===== src/rtl/spi_slave_axi_cmd_seq.sv =====
// SPI word stream to spi_slave_axi_plug command sequencer (axi_aclk domain).
// Optional: SPI_AXI_SEQ_ERRCNT_EN adds a saturating err_count output.
module spi_slave_axi_cmd_seq #(
  parameter int AXI_ADDR_WIDTH = 32
) (
  input  logic                      axi_aclk,
  input  logic                      axi_aresetn,
  input  logic [31:0]               cmd_data,
  input  logic                      cmd_valid,
  output logic                      cmd_ready,
  input  logic                      cs,
  output logic [AXI_ADDR_WIDTH-1:0] plug_addr,
  output logic                      plug_addr_valid,
  output logic                      plug_start_tx,
  output logic [15:0]               plug_wrap_length,
  output logic [31:0]               plug_rx_data,
  output logic                      plug_rx_valid,
  input  logic                      plug_rx_ready,
  input  logic                      plug_tx_valid,
  input  logic                      plug_tx_ready,
  output logic                      busy,
`ifdef SPI_AXI_SEQ_ERRCNT_EN
  output logic [7:0]                err_count,
`endif
  output logic                      err_opcode
);

  typedef enum logic [2:0] {
    S_IDLE,
    S_ADDR,
    S_LOAD,
    S_WDATA,
    S_RSTART,
    S_RDATA
  } state_t;

  state_t      state_q, state_d;
  logic        is_rd_q;
  logic [15:0] cnt_q;
  logic        op_wr, op_rd;
  logic        tx_hs;
  logic        cap_hdr, cap_addr;
  logic        cnt_dec, err_d, abort;

  assign plug_rx_data = cmd_data;
  assign busy         = (state_q != S_IDLE);
  assign tx_hs        = plug_tx_valid & plug_tx_ready;

  // Opcode decode of the current word.
  always_comb begin
    op_wr = 1'b0;
    op_rd = 1'b0;
    unique case (1'b1)
      (cmd_data[31:24] == 8'h02): op_wr = 1'b1;
      (cmd_data[31:24] == 8'h0B): op_rd = 1'b1;
      default: ;
    endcase
  end

  // Next state, handshake outputs and capture strobes.
  always_comb begin
    state_d         = state_q;
    cmd_ready       = 1'b0;
    plug_addr_valid = 1'b0;
    plug_start_tx   = 1'b0;
    plug_rx_valid   = 1'b0;
    cap_hdr         = 1'b0;
    cap_addr        = 1'b0;
    cnt_dec         = 1'b0;
    err_d           = 1'b0;
    abort           = 1'b0;
    unique case (state_q)
      S_IDLE: begin
        cmd_ready = !cs;
        if (cmd_valid && !cs) begin
          if (op_wr || op_rd) begin
            cap_hdr = 1'b1;
            state_d = S_ADDR;
          end else begin
            err_d = 1'b1;
          end
        end
      end
      S_ADDR: begin
        cmd_ready = !cs;
        if (cmd_valid && !cs) begin
          cap_addr = 1'b1;
          state_d  = S_LOAD;
        end
      end
      S_LOAD: begin
        plug_addr_valid = !cs;
        state_d = is_rd_q ? S_RSTART : S_WDATA;
      end
      S_WDATA: begin
        plug_rx_valid = cmd_valid & !cs;
        cmd_ready     = plug_rx_ready & !cs;
        if (cmd_valid && plug_rx_ready && !cs) begin
          cnt_dec = 1'b1;
          if (cnt_q == 16'd1) state_d = S_IDLE;
        end
      end
      S_RSTART: begin
        plug_start_tx = !cs;
        state_d = S_RDATA;
      end
      S_RDATA: begin
        cmd_ready = !cs;
        if (tx_hs && !cs) begin
          cnt_dec = 1'b1;
          if (cnt_q == 16'd1) state_d = S_IDLE;
        end
      end
      default: state_d = S_IDLE;
    endcase
    if (cs && state_q != S_IDLE) begin
      abort   = 1'b1;
      state_d = S_IDLE;
    end
  end

  // State register.
  always_ff @(posedge axi_aclk or negedge axi_aresetn) begin
    if (!axi_aresetn) state_q <= S_IDLE;
    else              state_q <= state_d;
  end

  // Command context: opcode, burst counter, plug configuration, error pulse.
  always_ff @(posedge axi_aclk or negedge axi_aresetn) begin
    if (!axi_aresetn) begin
      is_rd_q          <= 1'b0;
      cnt_q            <= '0;
      plug_addr        <= '0;
      plug_wrap_length <= '0;
      err_opcode       <= 1'b0;
    end else begin
      err_opcode <= err_d;
      if (cap_hdr) begin
        is_rd_q          <= op_rd;
        plug_wrap_length <= cmd_data[15:0];
        cnt_q <= (cmd_data[15:0] == 16'd0) ? 16'd1 : cmd_data[15:0];
      end else if (cnt_dec) begin
        cnt_q <= cnt_q - 16'd1;
      end
      if (cap_addr) plug_addr <= cmd_data[AXI_ADDR_WIDTH-1:0];
    end
  end

`ifdef SPI_AXI_SEQ_ERRCNT_EN
  // Saturating count of bad opcodes and chip-select aborts.
  always_ff @(posedge axi_aclk or negedge axi_aresetn) begin
    if (!axi_aresetn) err_count <= '0;
    else if ((err_d || abort) && err_count != 8'hFF)
      err_count <= err_count + 8'd1;
  end
`endif

endmodule


===== config.mk =====
export PLATFORM = sky130hd
export DESIGN_NAME = spi_slave_axi_cmd_seq
export DESIGN_NICKNAME = d
export VERILOG_FILES = /design/src/rtl/spi_slave_axi_cmd_seq.sv
export SDC_FILE = /design/constraint.sdc
export NUM_CORES = 1
export LEC_CHECK = 0
export ABC_CLOCK_PERIOD_IN_PS = 3030
export BUFFER_PORTS_ARGS = -buffer_cell sky130_fd_sc_hd__buf_2
export CAP_MARGIN = 30
export CORE_MARGIN = 5
export CORE_UTILIZATION = 30
export CTS_CLUSTER_DIAMETER = 120
export DETAILED_ROUTE_END_ITERATION = 10
export PLACE_DENSITY_LB_ADDON = 0.2
export REMOVE_ABC_BUFFERS = 1
export SKIP_LAST_GASP = 1
export SLEW_MARGIN = 20
export SYNTH_ARGS = -nofsm -noshare
export SYNTH_HDL_FRONTEND = slang
export SYNTH_SLANG_ARGS = --single-unit

===== constraint.sdc =====
create_clock -name axi_aclk -period 3.03 [get_ports axi_aclk]
set_clock_uncertainty 0.15 [all_clocks]
set_input_delay 0.1515 -clock axi_aclk [delete_from_list [all_inputs] [get_ports axi_aclk]]
set_output_delay 0.1515 -clock axi_aclk [all_outputs]
set_load 0.005 [all_outputs]

# Yosys cells after proc, flatten, opt, wreduce, memory -nomap -nowiden

Index checks and enable logic that the tools add are counted.
Widths: inputs -> output; s select.

$add $sub $neg: 1
Bitwise logic cells: 3
Multiplexer cells: 29
Eq/ne operators: 13
Reductions and logical operators: 13

Operator list:

| cell                  | number |
|---|---|
| $mux 16               | 3 |
| $mux 3                | 8 |
| $pmux 3 s6            | 1 |
| $eq 16x1->1 const B   | 1 |
| $logic_not 16->1      | 1 |
| $sub 16x1->16 const B | 1 |
| $mux 1                | 15 |
| $ne 3x3->1 const B    | 5 |
| $eq 8x2->1 const B    | 1 |
| $eq 8x4->1 const B    | 1 |
| $eq 3x2->1 const B    | 2 |
| $eq 3x3->1 const B    | 2 |
| $logic_and 1x1->1     | 5 |
| $reduce_and 5->1      | 1 |
| $pmux 1 s2            | 2 |
| $and 1x1->1           | 3 |
| $eq 3x1->1 const B    | 1 |
| $logic_not 3->1       | 1 |
| $reduce_bool 3->1     | 1 |
| $reduce_or 3->1       | 1 |
| $reduce_bool 2->1     | 1 |
| $logic_not 1->1       | 1 |
| $logic_or 1x1->1      | 1 |

Input port bits: 39
Output and inout port bits: 86
Register bits: 69

# Depth between registers and ports, before layout

Gate-level depths: netlist of run 1.

Depth in word-level cells: 7
Depth in mapped cells: 7
Gate-level depth less buffers: 6

# Worst setup path after synthesis of run 1

Ideal clock, no wire load.

Kind: reg2reg
From: reg cnt_q[0]
To: reg cnt_q[11]
Stages on the path, launching flop included: 5
Setup time: 0.082 ns
Path buffers: 0
Data required time: 2.798 ns
Path slack: 0.865 ns
Period minus slack after synthesis: 2.165 ns
Arrival time: 1.933 ns
Path through: dfrtp_1 or4b_4 a2111o_1 or4_1 a31oi_1

Word-level cells in the longest chain between the ends: 3

Ends and longest elaborated chain:

| what                   | RTL line | RTL |
|---|---|---|
| start, declared        | 39       | `logic [15:0] cnt_q;` |
| start signal, assigned | 141      | `cnt_q <= (cmd_data[15:0] == 16'd0) ? 16'd1 : cmd_data[15:0];` |
| start signal, assigned | 143      | `cnt_q <= cnt_q - 16'd1;` |
| $sub 16x1->16          | 143      |  |
| $mux 16                | 142      | `end else if (cnt_dec) begin` |
| $mux 16                | 138      | `if (cap_hdr) begin` |

Every way passes these cells. The select of a mux whose other input is x is not followed.
A chain may end at the register's enable or synchronous reset.

# Final worst setup path of run 1

From: reg state_q[1]
To: reg cnt_q[13]

Word-level cells in the longest chain between the ends: 3
Elaborated cells between the ends (all ways): 7

Ends and longest elaborated chain:

| what                                                          | RTL line | RTL |
|---|---|---|
| start, declared                                               | 37       | `state_t state_q, state_d;` |
| start signal, assigned                                        | 125      | `else state_q <= state_d;` |
| $eq 3x3->1, or another cell as far along                      | 72       | `unique case (state_q)` |
| $pmux 1 s2 / $mux 1 (equally long branches)                   | 72       |  |
| $reduce_bool 2->1 (no line) / $mux 16 (equally long branches) | --       |  |

Several ways; a longest one is shown, not always the timed one.

==> impl_metrics.ini, run 1 <==
[detailed_routing]
dr_total_vias = 2957
dr.pass1.iters = 4
wl_um = 9480
ant_nets = 0
via_per_inst = 4.85
wire_per_inst_um = 15.5
drc = 0
drtIter0Drc = 120

[worst_hold_path]
hp-class = primary input to register

[global_route]
grt_first_pass_wirelength_um = 15900
grt_pass1_vias = 3100
grt_max_degree = 70
antenna_found_initial = 0
grt.overflow.total = 0
gr-usage-all-layers_pct = 14.0

[run_status]
status = finished clean

[synth]
syn_avg_cell_area_um2 = 10.4
syn_inst = 334
yosys_register_bits = 69
async_flop_share_pct = 100
synth-edff-count = 0
netlist_area_um2 = 3460
synth_cell_types = 47
synth_seq_area_share_pct = 49.9
ys.flop_type = dfrtp_1
ys_warn_count = 0

[sta]
setup_tns_ns = 0
hold_viol = 0
fin_ws_ns = 0.485
period_needed_ns = 2.55
rsz0062_at_grt = false
max_slew.worst_pin.slew_ns = 0.677
clock.fmax_mhz = 393
drv_slew = 0
final-setup-viol-count = 0
max-slew-margin-rel_pct = 54.2
period_share_pct = 84.0
hold_ws_ns = 0.00547

[floorplan]
num_rows = 39
dieArea_um2 = 13800
ios = 125
fp.coreArea_um2 = 11400
initial_core_util_pct = 30.5
die_h_um = 117
die_w_um = 117

[pwr]
power_per_cell_area_nw_per_um2 = 662
ir_drop_mv = 0.336
p_leak_nw = 2.48

[clock_network]
hold_buffers = 33
ctsHtreeMaxLevel = 3
clk_path_buf_depth = 2
cts.sinks = 69
cts_tree = done
numCtsBuffers = 9
ctsResizeCount = 0
root_buffer = clkbuf_16
postCtsSetupRepairBufs = 0
clk_pin_slew_ns = 0.06
clk_latency_ns = 0.33

[setup_path]
cp.arrival_ns = 2.65
worst_setup_path_end_kind = register
critPathRequiredTime_ns = 3.14
crit_type = register to register
cp_max_fo = 17
cp-start-kind = register

[placed_design]
io_buffers = 124
dp_slack_ns = 0.552
routabilityCongestion = 0.803
postPlaceCellArea_um2 = 4010
placed_cells_incl_taps = 560
hpwl_um = 6630

[layout]
fin_cells = 610
multi_input_area_um2 = 1410
regArea_um2 = 1730
antenna_cells = 0
fin_nets = 503
n_fill_cell = 1114
area_delta_synth_final_pct = 35.3
drive_gt1_share_pct = 32.5
design_area_um2 = 4680

[flow_run]
max-cap-violations = 0
## where the power goes
part           internal (W)  switching, W  total [W]
combinational      0.000392      0.000313   0.000705
sequential          0.00117      0.000133    0.00130
clock              0.000703      0.000388    0.00109
## metrics by stage
step	total power, W	utilization [%]
floorplan	0.00160	-
global placement	0.00199	35.3
detailed placement	0.00200	35.3
CTS	0.00315	41.0
global route	0.00329	41.2
finish	0.00310	41.2
## final timing paths
path / to / start / slack (ns) / depth (start not counted)
max in group asynchronous: plug_addr[0]$_DFFE_PN0P_ / axi_aresetn / 2.07 / 3
min in group asynchronous: plug_addr[23]$_DFFE_PN0P_ / axi_aresetn / 0.12 / 2
min reg2reg: plug_wrap_length[15]$_DFFE_PN0P_ / plug_wrap_length[15]$_DFFE_PN0P_ / 0.31 / 2
min: plug_addr[27]$_DFFE_PN0P_ / cmd_data[27] / 0.005 / 3
max reg2reg: cnt_q[13]$_DFFE_PN0P_ / state_q[1]$_DFFE_PN0P_ / 0.48 / 4
max: cnt_q[13]$_DFFE_PN0P_ / state_q[1]$_DFFE_PN0P_ / 0.48 / 4
## synth_stat cells (6+ instances only)
master / n / area (µm²)
dfrtp_1: 69 / 1730
nand2_1: 55 / 206
buf_4: 32 / 240
mux2_1: 27 / 304
nor2_1: 11 / 41.3
clkbuf_1: 10 / 37.5
inv_1: 9 / 33.8
nand3_1: 8 / 40.0
or4_1: 8 / 60.1
a31oi_1: 7 / 43.8
nor3_1: 7 / 35.0
nor4_1: 7 / 43.8
a21oi_1: 6 / 30.0
xnor2_1: 6 / 52.6
## kinds of logic (layout without fill, tap and decap cells)
kind of cell               Yosys count  count (layout)  synth area share [%]
xor gates and xnor gates             9               9                  2.28
DFF                                 69              69                  49.9
buffers and inverters               54             187                  9.61
and+or+nand+nor                    121             121                  17.6
AOI/OAI and AO/OA                   47              47                  9.50
muxes                               32              32                  10.4
adders and majority gates            2               2                 0.722
## layer usage
metal | vias up | share of wire, % | track usage, %
li1 | 1423 | - | -
met1 | 1460 | 45 | 18.3
met2 | 59 | 50 | 22.5
met3 | 15 | 3.1 | 2.69
met4 | 0 | 1.9 | 6.31
met5 | - | 0 | 0
## final cells by class
cell class                      count  share of cell area [%]
Inverter                            9                   0.721
Clock inverter                      3                   0.908
Timing Repair Buffer              162                    21.8
Sequential cell                    69                    36.9
Clock buffer                       13                    5.77
Multi-Input combinational cell    211                    30.1
Tap cell                          143                    3.82
## layout by cell type, fill, tap and decap left out, drive strengths merged, types with 3 or more instances in the layout
cell type    netlist  layout
a21oi              6       6
nor3               7       7
xor2               3       3
xnor2              6       6
or3                3       3
or4                8       8
and3               3       3
inv                9       9
nand3              8       8
o31ai              3       3
nand4b             3       3
a31oi              7       7
nor4               7       7
mux2              32      32
a21o               4       4
nor2              11      11
nand2             55      55
dfrtp             69      69
o211ai             4       4
nand4              5       5
o21ai             10      10
clkbuf            10      13
nor4b              3       3
buf               35     129
dlygate4sd3        0      33
## state kept, by name, summed over array words and instances, names as in the netlist
signal,flops
cnt_q,16
err_opcode,1
state_q,3
plug_addr,32
plug_wrap_length,16
is_rd_q,1
## worst max-delay path: stages (launching register included)
cell,delay [ns]
dfrtp_1,0.65
nand4b_1,0.47
a2111o_1,0.59
or4_1,0.43
a31oi_1,0.18
No activity file was read; power rests on OpenSTA's default activity.
==> inputs of run 2 (changes only) <==
- ABC_CLOCK_PERIOD_IN_PS: 3030 -> 2100
- clock period: 3.03 -> 2.1 ns (I/O delays scaled with it)
==> run 2 against run 1 <==
  * The flow now finishes with violations (setup timing)
  * Fmax grew 15%
  * Sequential power grew 43%
  * Utilization grew 2.7 points
  * Sequential share of layout area shrank 2.3 points
  * Critical endpoint is now cnt_q[11]$_DFFE_PN0P_
==> impl_metrics.ini, run 2 (synthesized netlist as in run 1, its figures left out) <==
[layout]
most-common-layout-cells = buf_2, dfrtp_1, nand2_1, buf_4, dlygate4sd3_1
top_register = plug_addr
regArea_um2 = 1730
largest_reg_flops = 32
area_delta_synth_final_pct = 44.2
multi_input_area_um2 = 1470
antenna_cells = 0
drive_gt1_share_pct = 38.6
layout_commonest_cell = buf_2
fin_nets = 539
n_fill_cell = 1118
design_area_um2 = 4990
reg_top3 = plug_addr (32), cnt_q (16), plug_wrap_length (16)

[clock_network]
clk_latency_ns = 0.33
clk_path_buf_depth = 2
cts_tree = done
numCtsBuffers = 9
clk_pin_slew_ns = 0.06
root_buffer = clkbuf_16
ctsHtreeMaxLevel = 3
cts.sinks = 69

[setup_path]
critPathSlowestCell = or4_4
cp.arrival_ns = 2.32
worst_setup_path_end_kind = register
crit_type = register to register
cp-start-kind = register
slowest_delay_ns = 0.55
cp_max_fo = 5
critPathRequiredTime_ns = 2.21
crit_chain = or4_4, a2111o_1, or4_1, a31oi_1

[global_route]
grt_first_pass_wirelength_um = 16200
antenna_found_initial = 0
gr-usage-all-layers_pct = 14.2
grt_pass1_vias = 3243
grt.overflow.total = 0
grt_max_degree = 38

[placed_design]
io_buffers = 124
hpwl_um = 7100
dp_slack_ns = -0.146
postPlaceCellArea_um2 = 4240
routabilityCongestion = 0.818

[detailed_routing]
met1Wirelength_um = 4440
drtIter0Drc = 84
via_per_inst = 4.79
drc = 0
wire_per_inst_um = 15.4
met3_length_um = 399
wl_um = 9970
dr_total_vias = 3095
dr.pass1.iters = 4
dr_wl_met2_um = 4940
top_layer = met4
ant_nets = 0

[floorplan]
fp.coreArea_um2 = 11400
ios = 125
dieArea_um2 = 13800
die_w_um = 117
num_rows = 39
die_h_um = 117
initial_core_util_pct = 30.5

[sta]
hold_ws_ns = 0.159
rsz0062_at_grt = true
drv_slew = 0
period_share_pct = 105
hold_viol = 0
clock.fmax_mhz = 452
max_slew.worst_pin.slew_ns = 0.623
fin_ws_ns = -0.110
max-slew-margin-rel_pct = 58.3
final-setup-viol-count = 8
period_needed_ns = 2.21

[pwr]
p_leak_nw = 2.65
power_per_cell_area_nw_per_um2 = 897
ir_drop_mv = 0.401

[run_status]
status = complete, but fails checks
violations = setup timing

[flow_run]
max-cap-violations = 0

[worst_hold_path]
hp-class = primary input to asynchronous set/reset pin
## run 2: metal layers
layer,vias to the layer above,global-route usage (%)
met3,18,3.37
met5,-,0
met1,1507,18.1
met2,79,23.3
li1,1491,-
met4,0,5.37
## run 2: layout make-up
type | instances | area share, %
Clock buffer | 11 | 4.86
Sequential cell | 69 | 34.6
Timing Repair Buffer | 198 | 25.9
Tap cell | 143 | 3.58
Multi-Input combinational cell | 211 | 29.4
Clock inverter | 5 | 1.00
Inverter | 9 | 0.677
## run 2: metrics by stage
| step | power (W) | instances | TNS [ns] | utilization, % |
|---|---|---|---|---|
| floorplan | 0.00231 | 289 | -21.06 | - |
| global placement | 0.00291 | 589 | -0.198 | 37.3 |
| detailed placement | 0.00294 | 589 | -0.339 | 37.3 |
| CTS | 0.00453 | 642 | -0.201 | 43.2 |
| global route | 0.00476 | 646 | -1.16 | 43.9 |
| finish | 0.00448 | 646 | -0.443 | 43.9 |
## run 2: path summary, 6_finish.rpt
check	start	endpoint	slack, ns	depth (start not counted)
min in group axi_aclk	plug_tx_ready	state_q[0]$_DFFE_PN0P_	0.16	4
setup / recovery	cnt_q[5]$_DFFE_PN0P_	cnt_q[11]$_DFFE_PN0P_	-0.11	4
hold reg to reg	plug_wrap_length[2]$_DFFE_PN0P_	plug_wrap_length[2]$_DFFE_PN0P_	0.31	2
setup reg to reg	cnt_q[5]$_DFFE_PN0P_	cnt_q[11]$_DFFE_PN0P_	-0.11	4
max in group asynchronous	axi_aresetn	cnt_q[1]$_DFFE_PN0P_	1.09	3
hold / removal	axi_aresetn	plug_addr[11]$_DFFE_PN0P_	0.16	2
## run 2: critical path, delay by kind of cell (launching register included)
| family | cells | cell delay, ns |
|---|---|---|
| DFF | 1 | 0.40 |
| and+or+nand+nor | 2 | 0.98 |
| AOI/OAI and AO/OA | 2 | 0.61 |
## run 2: timing repair
item / 4_1_cts / 5_1_grt
hold buffers: 34 / 0
buffers inserted: 3 / 4
endpoints found under the setup margin: 4 / 32
pin swaps: 3 / 7
hold endpoints to repair: 102 / 0
resized for setup: 3 / 9
## run 2: where the power goes
part / internal (W) / switching [W]
registers: 0.00169 / 0.000176
logic: 0.000627 / 0.000493
clock network: 0.000943 / 0.000554
total: 0.00326 / 0.00122
